<file path="src/rtl/updown_mod_counter.sv">
// updown_mod_counter: parametrised up/down modulo counter.
// Counts modulo MAX_VAL+1 with synchronous load (clamped to MAX_VAL),
// synchronous clear, and either wrap or saturate behaviour at the limits.
// tc is combinational so a chain of stages can be built by driving the
// next stage's en from this stage's tc. wrap is a one-cycle registered
// pulse after a wrap; ovf is a sticky flag set by any limit event.
module updown_mod_counter #(
    parameter int WIDTH    = 8,
    parameter int MAX_VAL  = 2**WIDTH - 1,
    parameter bit SATURATE = 1'b0
) (
    input  logic             clk,
    input  logic             reset,
    input  logic             clr,
    input  logic             ld,
    input  logic [WIDTH-1:0] data,
    input  logic             en,
    input  logic             up,
    output logic [WIDTH-1:0] out,
    output logic             tc,
    output logic             wrap,
    output logic             ovf
);

    localparam logic [WIDTH-1:0] LIMIT = WIDTH'(MAX_VAL);
    localparam logic [WIDTH-1:0] ONE   = WIDTH'(1);

    logic             at_limit;
    logic [WIDTH-1:0] load_val;
    logic [WIDTH-1:0] step_val;
    logic [WIDTH-1:0] wrap_val;

    // Limit detection, clamped load value and next count candidates.
    // NOTE: every signal gets a value on every path through always_comb, so no latch is inferred.
    always_comb begin
        at_limit = up ? (out == LIMIT) : (out == '0);
        load_val = (data > LIMIT) ? LIMIT : data;
        step_val = up ? (out + ONE) : (out - ONE);
        wrap_val = up ? '0 : LIMIT;
    end

    // Terminal count depends only on en, up and the current count, never on ld or clr.
    assign tc = en & at_limit;

    // Count register and flags; priority is reset, clr, ld, then en.
    // NOTE: state uses non-blocking assignments so every register samples pre-edge values.
    always_ff @(posedge clk) begin
        if (reset) begin
            out  <= '0;
            wrap <= 1'b0;
            ovf  <= 1'b0;
        end else if (clr) begin
            out  <= '0;
            wrap <= 1'b0;
            ovf  <= 1'b0;
        end else if (ld) begin
            // A load always wins over counting and leaves the sticky flag alone.
            out  <= load_val;
            wrap <= 1'b0;
        end else if (en) begin
            if (!at_limit) begin
                out  <= step_val;
                wrap <= 1'b0;
            end else if (SATURATE) begin
                wrap <= 1'b0;
                ovf  <= 1'b1;
            end else begin
                out  <= wrap_val;
                wrap <= 1'b1;
                ovf  <= 1'b1;
            end
        end else begin
            wrap <= 1'b0;
        end
    end

endmodule

</file>
<file path="config.mk">
export PLATFORM = sky130hd
export DESIGN_NAME = updown_mod_counter
export DESIGN_NICKNAME = d
export VERILOG_FILES = /design/src/rtl/updown_mod_counter.sv
export SDC_FILE = /design/constraint.sdc
export NUM_CORES = 1
export LEC_CHECK = 0
export CAP_MARGIN = 20
export CELL_PAD_IN_SITES_DETAIL_PLACEMENT = 1
export CELL_PAD_IN_SITES_GLOBAL_PLACEMENT = 1
export CORE_MARGIN = 5
export CORE_UTILIZATION = 30
export CTS_CLUSTER_SIZE = 8
export DETAILED_ROUTE_END_ITERATION = 7
export GPL_TIMING_DRIVEN = 0
export PLACE_DENSITY_LB_ADDON = 0.08
export REMOVE_ABC_BUFFERS = 1
export SLEW_MARGIN = 15
export SYNTH_ARGS = -nofsm -noshare
export SYNTH_HDL_FRONTEND = slang
export SYNTH_SLANG_ARGS = --single-unit
</file>
<file path="constraint.sdc">
create_clock -name clk -period 1.8 [get_ports clk]
set_input_delay 0.36 -clock clk [delete_from_list [all_inputs] [get_ports clk]]
set_output_delay 0.36 -clock clk [all_outputs]
set_load 0.01 [all_outputs]
</file>
# == Yosys cells after proc, flatten, opt, wreduce, memory -nomap -nowiden ==
# Cells that the tools add are included.
# word_totals
reg_bits,10
input_bits,14
elab_cells,23
# classes
add_sub_neg,2
order_cmp,1
n_eq_ne,1
n_mux,8
bitwise,3
n_reduce_logical,5
# op_table
operator,count
8-bit two-way mux,6
"8-bit by 1-bit adder with 8-bit output, second input constant",1
"8-bit == test, second input constant",1
"8-bit greater-than comparator, second input constant",1
8-bit zero test,1
"8-bit by 1-bit subtractor with 8-bit output, second input constant",1
4-bit OR reduction,1
3-bit AND reduction,1
1-bit two-way mux,2
1-bit NOT,2
2-bit nonzero test,1
2-bit OR reduction,1
1-bit bitwise AND,1

# == Depth between registers and ports, before layout ==
# Gate-level depths: netlist of run 1.
# depth
depth_word,5
depth_mapped,7
depth_no_buf,7

# == Least setup slack after synthesis of run 1 ==
# OpenSTA, ideal clock, no wires.
# synth_path
kind,input to register
from,input port up
to,register out[5]
arrival_time_ns,1.691
setup_slack_ns,-0.032
path_stages,7
n_path_buf,0
path_cell_list,inv_1 -> ha_1 -> a211oi_2 -> o21bai_2 -> a211o_1 -> a31oi_1 -> a2111oi_2
# synth_via
elab_chain_len,4
elab_cells_between_ends,6
# synth_rtl
element,line,source
"start, declared",18,"input logic up,"
"8-bit two-way mux, or another cell as far along",38,step_val = up ? (out + ONE) : (out - ONE);
8-bit two-way mux (*),61,if (!at_limit) begin
8-bit two-way mux (*),60,end else if (en) begin
8-bit two-way mux (*),56,end else if (ld) begin
"end signal, assigned",58,out <= load_val;
"end signal, assigned",62,out <= step_val;
"end signal, assigned",68,out <= wrap_val;
"end, declared",19,"output logic [WIDTH-1:0] out,"
# Mark *: on every way between the ends. The rest lies on a longest branch, timed or not. The select of a mux whose other input is x is not followed.
# A chain may end at the register's enable or synchronous reset.

# == Worst setup path in the final report of run 1 ==
# layout_path
from,register out[2]
to,output port tc
# layout_via
elab_chain_len,3
elab_cells_between_ends,4
# layout_rtl
element,line,source
8-bit == test or 8-bit zero test (tied branches),36,at_limit = up ? (out == LIMIT) : (out == '0);
1-bit two-way mux (*),36,
1-bit bitwise AND (*),43,assign tc = en & at_limit;
"end, declared",20,"output logic tc,"
# Mark *: on every way between the ends. The rest lies on a longest branch, timed or not.

==> metrics, run 1 <==
flops & latches, synth 10; share of cells above drive strength 1 35.2%; largest net degree at the start of global routing 16; die area 3960 µm²; Initial DRC Count 26; P_leak 0.557 nW; Fmax 555 MHz; ranking of synthesized cells by area dfxtp_1 24%, ha_1 8.9%, o21ai_0 6.0%; placed cell count 158; Slew headroom 63.1%; total CTS buffers 3; area of the multi-input gates 729 µm²; Cells after Synth 106; Clk Latency, worst-skew pair 0.27 ns; final number of hold-violating endpoints 0; Sink Count 10; register area 230 µm²; core area 2710 µm²; CTS tree built; ys flop type dfxtp_1; H-Tree Level Count 1; DRT Pass-1 Iters 4; Via density 5.66; actual slew at the worst max-slew pin 0.554 ns; Final ANT Viol Nets 0; pwr/cell area 561 nW/µm²; DRC 0; GPL Wtd Cong 0.711; RSZ-0062 raised after global routing yes; total power 0.791 mW; worst vdd ir 0.346 mV; IO Count 25; WS Path Type reg2out; Post-synth top cells 10 x dfxtp_1, 10 x o21ai_0, 9 x a21oi_1, 8 x nand2_1, 7 x nor2_1; Critical Path RT 1.44 ns; row count 19; Total GRT Usage 14.6%; Synth cell types 37; outcome finished with violations; Worst setup EP type primary output; post-detail-place hpwl 2040 µm; Die W 62.9 µm; via count 997; CP startpoint kind flip-flop; Setup Viol. Count Final 1; Clock Pin Slew Worst Setup and Hold Paths 0.08 ns; initial antenna violation count 0; min Tclk post-route 1.80 ns; Ys Warns 0; n_diodes 0; maximum fanout along the worst path 3; Hold WC Path Type reg2reg; CTS Root Cell clkbuf_4; area leader, netlist dfxtp_1; # nets final 167; vias in the first global route 998; Worst Skew 0.00387 ns; CTS Hold Bufs 0; number of synthesized flops with an enable pin 0; MaxCap Viol Count 0; clk buf depth 2; Area Growth Syn to Fin 67.9%; Post-Synthesis Cell Area 841 µm²; Setup WS pre-CTS -0.903 ns; Avg Inst Size Synth 7.93 µm²; gr ovfl total 0; total wire length 3110 µm; Final Non-Filler Cells 176; failing checks negative setup slack; Initial Util 31.0%; IO Port Bufs 24; Fillers 325; first-pass GRT wire length 4710 µm; Async SR Flop Fraction 0%; Die Height 62.9 µm; per-cell routed wire length 17.7 µm; Final WS setup -0.00230 ns; Worst Path Arrival 1.44 ns; Core Util, Final 52.1%; Slew Limit Fails 0; Tcrit/Tclk final 100%; sequential area share after synthesis 23.8%; top cell type's share of synthesized area 23.8%
[what timing repair did]
action	CTS	global route
setup buffers	10	4
setup endpoints to repair	7	5
pin swaps	9	7
gates cloned	0	0
gates resized for setup	41	15
[worst paths after layout]
path	depth (start not counted)	to	slack, ns	startpoint
hold reg to reg	2	ovf	0.48	ovf
hold / removal	2	ovf	0.48	ovf
setup reg to reg	7	out[5]	0.02	out[1]
setup / recovery	5	tc	-0.002	out[2]
[kinds of logic after synthesis]
family | count (synthesis) | share of synthesized area [%]
simple gates | 36 | 22.9
mux | 1 | 1.19
buf+inv | 7 | 4.02
xor+xnor | 5 | 5.21
fa+ha+maj | 7 | 11.3
compound gates | 40 | 31.5
flops | 10 | 23.8
[metal layers]
metal | track usage [%] | vias up | part of all wire [%]
met5 | 0 | - | 0
met2 | 24.6 | 20 | 53
met4 | 5.57 | 0 | 0.90
met3 | 3.24 | 2 | 3.3
li1 | - | 484 | -
met1 | 17.9 | 491 | 43
[sequential cells by signal, summed over array words and instances, names as in the netlist]
name,count
out,8
ovf,1
wrap,1
[worst max-delay path: stages (launching register included)]
cell and delay (ns):
dfxtp_4 0.38, nand4_1 0.12, or3_4 0.36, nand2_4 0.07, and2_4 0.14, buf_6 0.09
[cell type report]
class	instances	share of cell area [%]
inverter	4	1.51
sequential	10	16.3
multi-input combinational	89	51.7
tap	31	2.75
clock buffer	4	2.57
timing repair buffer	38	25.2
[stage by stage]
stage	cell area, µm²	TNS (ns)	hold slack (ns)
2_1_floorplan	822	-0.0179	0.454
3_3_place_gp	1100	-5.74	0.449
3_5_place_dp	1100	-6.11	0.484
4_1_cts	1320	0	0.503
5_1_grt	1410	-0.212	0.526
6_report	1410	-0.00230	0.481
[cells in the final DEF, fill, tap and decap left out, types with 3 or more instances in the layout]
cell type / Yosys / layout
clkdlybuf4s50_1: 0 / 20
buf_4: 0 / 11
o21ai_0: 10 / 9
dfxtp_4: 0 / 8
nor2_1: 7 / 7
nand2_1: 8 / 7
a21oi_1: 9 / 7
o211ai_1: 4 / 4
buf_6: 1 / 4
nand3_1: 4 / 3
nor3_1: 4 / 3
a211oi_2: 1 / 3
xor2_1: 3 / 3
a31oi_1: 3 / 3
ha_1: 6 / 3
ha_4: 0 / 3
clkbuf_4: 0 / 3
[power by group]
group	switching [mW]	total, mW	internal, mW	leakage (nW)
sequential	0.0170	0.247	0.230	0.0874
clock	0.0925	0.215	0.123	0.0210
combinational	0.158	0.329	0.171	0.449
No activity file was read; power rests on OpenSTA's default activity.
==> run 2, diff against run 1 <==
Settings changed: CORE_MARGIN 5 to unset, PLACE_DENSITY set to 0.84, PLACE_DENSITY_LB_ADDON 0.08 to unset.
==> metrics, run 2 (synthesis results as in run 1) <==
Initial Util 32.7% (+1.7 points); maximum fanout along the worst path 5 (+2); Clock Pin Slew Worst Setup and Hold Paths 0.06 ns (-0.02 ns); pwr/cell area 522 nW/µm² (-6.9%); Fillers 310 (-4.6%); worst reg2reg path depth 7 (unchanged); Fmax 542 MHz (-2.3%); P_leak 0.586 nW (+5.2%); Die Height 54.9 µm (-13%); Global Route met1 Usage 29.3% (+11 points); worst vdd ir 0.589 mV (+70%); most crowded layer after global routing met2; Via density 5.93 (+4.8%); total wire length 3650 µm (+17%); Clk Latency, worst-skew pair 0.27 ns (about the same); via count 1080 (+8.3%); DRC 0 (unchanged); Area Growth Syn to Fin 71.0%; Sink Count 10 (unchanged); Worst setup EP type primary output; Final WS setup -0.0451 ns (-0.0428 ns); DRT Pass-1 Iters 4 (unchanged); r2r setup slk -0.01 ns (-0.03 ns); Worst Path Arrival 1.49 ns (+0.05 ns); placed cell count 157 (-0.63%); WS Path Type reg2out; core area 2570 µm² (-5.3%); IO Count 25 (unchanged); CTS tree built; Final ANT Viol Nets 0 (unchanged); met3 Usage GRT 7.10% (+3.9 points); Logic pwr share 46.0% (+4.4 points); total power 0.751 mW (-5.1%); max reg flops 8 (unchanged); MaxCap Viol Count 0 (unchanged); GPL Wtd Cong 0.774 (+8.9%); initial antenna violation count 0 (unchanged); largest net degree at the start of global routing 16 (unchanged); final number of hold-violating endpoints 0 (unchanged); biggest regs out: 8 flops, ovf: 1 flops, wrap: 1 flops; Switching Share 35.4% (+1.6 points); clk buf depth 2 (unchanged); min Tclk post-route 1.85 ns (+0.0428 ns); met2 Usage GRT 40.2% (+16 points); Initial DRC Count 14 (-46%); commonest cells after routing, fill and taps aside 20 x clkdlybuf4s50_1, 17 x buf_4, 9 x o21ai_0; n_diodes 0 (unchanged); placed instance area 1100 µm² (-0.11%); CP startpoint kind flip-flop; setup TNS -0.117 ns (-0.115 ns); first-pass GRT wire length 4890 µm (+4.0%); leading cell type in the layout, fill and taps excluded clkdlybuf4s50_1; Critical Path RT 1.44 ns (about the same); total CTS buffers 3 (unchanged); gr ovfl total 0 (unchanged); row count 18 (-1); Clk pwr share 20.7% (-6.5 points); post-detail-place hpwl 2070 µm (+1.7%); outcome finished with violations; CTS Root Cell clkbuf_4; share of cells above drive strength 1 36.8% (+1.7 points); IO Port Bufs 24 (unchanged); Setup Viol. Count Final 3 (+2); actual slew at the worst max-slew pin 0.562 ns (+0.00808 ns); H-Tree Level Count 1 (unchanged); die area 3020 µm² (-24%); Internal 0.485 mW (-7.4%); Tcrit/Tclk final 103% (+2.4 points); Slew headroom 62.4% (-0.68 points); vias in the first global route 1023 (+2.5%); RSZ-0062 raised after global routing yes; hold path cells 2 (unchanged); # nets final 175 (+4.8%); Total GRT Usage 23.7% (+9.0 points); Slew Limit Fails 0 (unchanged); Die W 54.9 µm (-13%); P_sw 0.266 mW (-0.61%); register with the most flip-flops out; Final Non-Filler Cells 182 (+3.4%); Sequential Power Share 33.3% (+2.1 points); failing checks negative setup slack; Design Area, Final 1440 µm² (+1.9%); CTS Hold Bufs 0 (unchanged); Hold WC Path Type reg2reg; worst hold slack 0.494 ns (+0.0127 ns); Worst Skew 0.00181 ns (-0.00205 ns); per-cell routed wire length 20.1 µm (+14%)
run 2: cell types whose count changed in the layout (fill, tap and decap cells not counted), sizes merged:
| cell | change |
|---|---|
| buf | +9 |
| clkbuf | -1 |
| clkdlybuf4s18 | -1 |
| clkinvlp | +1 |
| inv | -1 |
run 2: worst max-delay path: stages (launching register included):
cell,delay [ns]
dfxtp_4,0.37
nor4_4,0.33
nand3_2,0.17
nand2_4,0.10
and2_1,0.12
buf_2,0.13
run 2: stage by stage:
| stage | worst slack, ns | utilization [%] |
|---|---|---|
| final | -0.0451 | 56.0 |
| after detailed placement | -0.890 | 42.8 |
| after floorplan | -0.0179 | - |
| after global routing | -0.110 | 56.0 |
| after global placement | -0.865 | 42.8 |
| after CTS | -0.000382 | 52.6 |
run 2: layer usage:
layer | routed length (µm) | vias to the layer above
li1 | - | 501
met1 | 1540 | 531
met2 | 1880 | 37
met3 | 128 | 11
met4 | 107 | 0
met5 | 0 | -
run 2: final timing paths:
check,to,startpoint
max,tc,out[0]
min,ovf,ovf
max reg2reg,out[6],out[0]
min reg2reg,ovf,ovf
run 2: layout make-up:
class	count	area [µm²]	share of cell area (%)
sequential	10	228	15.8
timing repair buffer	46	422	29.3
multi-input combinational	89	708	49.3
clock buffer	3	22.5	1.57
inverter	4	20.0	1.39
tap	30	37.5	2.61
run 2: power groups by stage:
stage | clock network (mW) | registers, mW | logic [mW]
2_1_floorplan | 0 | 0.260 | 0.132
3_3_place_gp | 0 | 0.259 | 0.224
3_5_place_dp | 0 | 0.261 | 0.234
4_1_cts | 0.154 | 0.247 | 0.298
5_1_grt | 0.172 | 0.251 | 0.369
6_report | 0.155 | 0.250 | 0.346
run 2: repair_timing:
item | 4_1_cts | 5_1_grt
gates resized for setup | 42 | 10
buffers inserted | 16 | 6
pin swaps | 9 | 10
setup endpoints to repair | 8 | 6
==> run 3, diff against run 2 <==
Settings changed: CORE_ASPECT_RATIO set to 1.1.
==> metrics, run 3 (synthesis results as in run 1) <==
Clk Latency, worst-skew pair 0.27 ns (about the same); total power 0.698 mW (-7.0%); placed instance area 1100 µm² (+0.11%); total CTS buffers 3 (unchanged); IO Count 25 (unchanged); IO Port Bufs 24 (unchanged); worst hold slack 0.482 ns (-0.0119 ns); Area Growth Syn to Fin 55.7%; gr ovfl total 0 (unchanged); per-cell routed wire length 18.3 µm (-8.6%); leading cell type in the layout, fill and taps excluded clkdlybuf4s50_1; Worst setup EP type flip-flop; worst reg2reg path depth 7 (unchanged); hold path cells 2 (unchanged); failing checks negative setup slack; Die W 52.5 µm (-4.5%); H-Tree Level Count 1 (unchanged); Total GRT Usage 21.6% (-2.1 points); clk buf depth 2 (unchanged); register with the most flip-flops out; total wire length 3150 µm (-14%); WS Path Type reg2reg; Worst Skew 0.00760 ns (+0.00578 ns); vias in the first global route 1024 (+0.098%); n_diodes 0 (unchanged); Max stage delay cell, worst path fa_2; first-pass GRT wire length 4840 µm (-1.0%); core area 2570 µm² (unchanged); GPL Wtd Cong 0.829 (+7.1%); Worst path top cell family by delay compound AO/OA/AOI/OAI gates; Final WS setup -0.0274 ns (+0.0177 ns); Setup Viol. Count Final 2 (-1); outcome finished with violations; largest net degree at the start of global routing 16 (unchanged); reg2reg start out[1]; Die Height 57.5 µm (+4.7%); Setup WS pre-CTS -0.897 ns (-0.00694 ns); Crit path largest cell delay 0.39 ns (+0.02 ns); RSZ-0062 raised after global routing yes; Critical Path RT 1.95 ns (+0.51 ns); placed cell count 158 (+0.64%); via count 1003 (-7.1%); Design Area, Final 1310 µm² (-9.0%); CP startpoint kind flip-flop; Fmax 547 MHz (+0.97%); Final Non-Filler Cells 172 (-5.5%); Tcrit/Tclk final 102% (-0.98 points); P_leak 0.523 nW (-11%); HP Start ovf; Fillers 306 (-1.3%); Hold EP ovf; Initial Util 32.7% (unchanged); max reg flops 8 (unchanged); initial antenna violation count 0 (unchanged); min Tclk post-route 1.83 ns (-0.0177 ns); Via density 5.83 (-1.7%); CTS tree built; row count 19 (+1); actual slew at the worst max-slew pin 0.541 ns (-0.0216 ns); share of cells above drive strength 1 30.5% (-6.3 points); Worst Path Arrival 1.97 ns (+0.48 ns); Final ANT Viol Nets 0 (unchanged); Initial DRC Count 13 (-1); pwr/cell area 533 nW/µm² (+2.2%); setup TNS -0.0399 ns (+0.0770 ns); Hold WC Path Type reg2reg; Clock Pin Slew Worst Setup and Hold Paths 0.07 ns (about the same); Core Util, Final 51.0% (-5.0 points); final number of hold-violating endpoints 0 (unchanged); DRC 0 (unchanged); biggest regs out: 8 flops, ovf: 1 flops, wrap: 1 flops; Slew headroom 64.0% (+1.6 points); Slew Limit Fails 0 (unchanged); die area 3020 µm² (about the same); FF-to-FF End out[6]; CTS Hold Bufs 0 (unchanged); commonest cells after routing, fill and taps aside 20 x clkdlybuf4s50_1, 9 x o21ai_0, 9 x buf_4; maximum fanout along the worst path 4 (-1); cell chain of the critical path buf_6 > fa_2 > a211oi_2 > o21bai_1 > a21oi_1 > mux2i_1 > o21ai_1; MaxCap Viol Count 0 (unchanged); WP buf/inv 1 (unchanged); r2r setup slk -0.03 ns (-0.02 ns); # nets final 164 (-6.3%); CTS Root Cell clkbuf_4; worst vdd ir 0.432 mV (-27%); DRT Pass-1 Iters 4 (unchanged); post-detail-place hpwl 2020 µm (-2.3%); Sink Count 10 (unchanged)
[run 3: worst register-to-register path, cell delays in order, from the launching register on]
cell      delay (ns)
dfxtp_4         0.36
buf_6           0.13
fa_2            0.39
a211oi_2        0.25
o21bai_1        0.11
a21oi_1         0.17
mux2i_1         0.22
o21ai_1         0.09
[run 3: metal layers]
layer	part of all wire, %	track usage [%]
met1	43	26.4
met2	51	37.3
met3	4.0	6.13
met4	1.9	4.14
met5	0	0
[run 3: final cells by class]
type	instances	area [µm²]	area share [%]
multi-input cells	89	686	52.4
well taps	31	38.8	2.96
repair buffers	35	318	24.3
inverters	4	18.8	1.43
flip-flops and latches	10	225	17.2
clock buffers	3	22.5	1.72
[run 3: what timing repair did]
item | CTS | global route
endpoints found under the setup margin | 8 | 5
gates resized for setup | 33 | 11
pin swaps | 6 | 10
buffers inserted | 7 | 4
[run 3: how the worst max path moves through the flow]
stage,depth (start not counted),slack [ns],endpoint,start
final,7,-0.03,out[6],out[1]
after global placement,6,-0.86,tc,up
after global routing,7,-0.11,out[6],out[1]
after CTS,8,-0.04,out[7],up
after detailed placement,6,-0.90,tc,up
after floorplan,7,-0.02,out[5],up
[run 3: power breakdown]
| part | internal [mW] | switching [mW] | leakage [nW] |
|---|---|---|---|
| clock | 0.0772 | 0.0754 | 0.0138 |
| combinational | 0.150 | 0.145 | 0.423 |
| sequential | 0.231 | 0.0192 | 0.0868 |
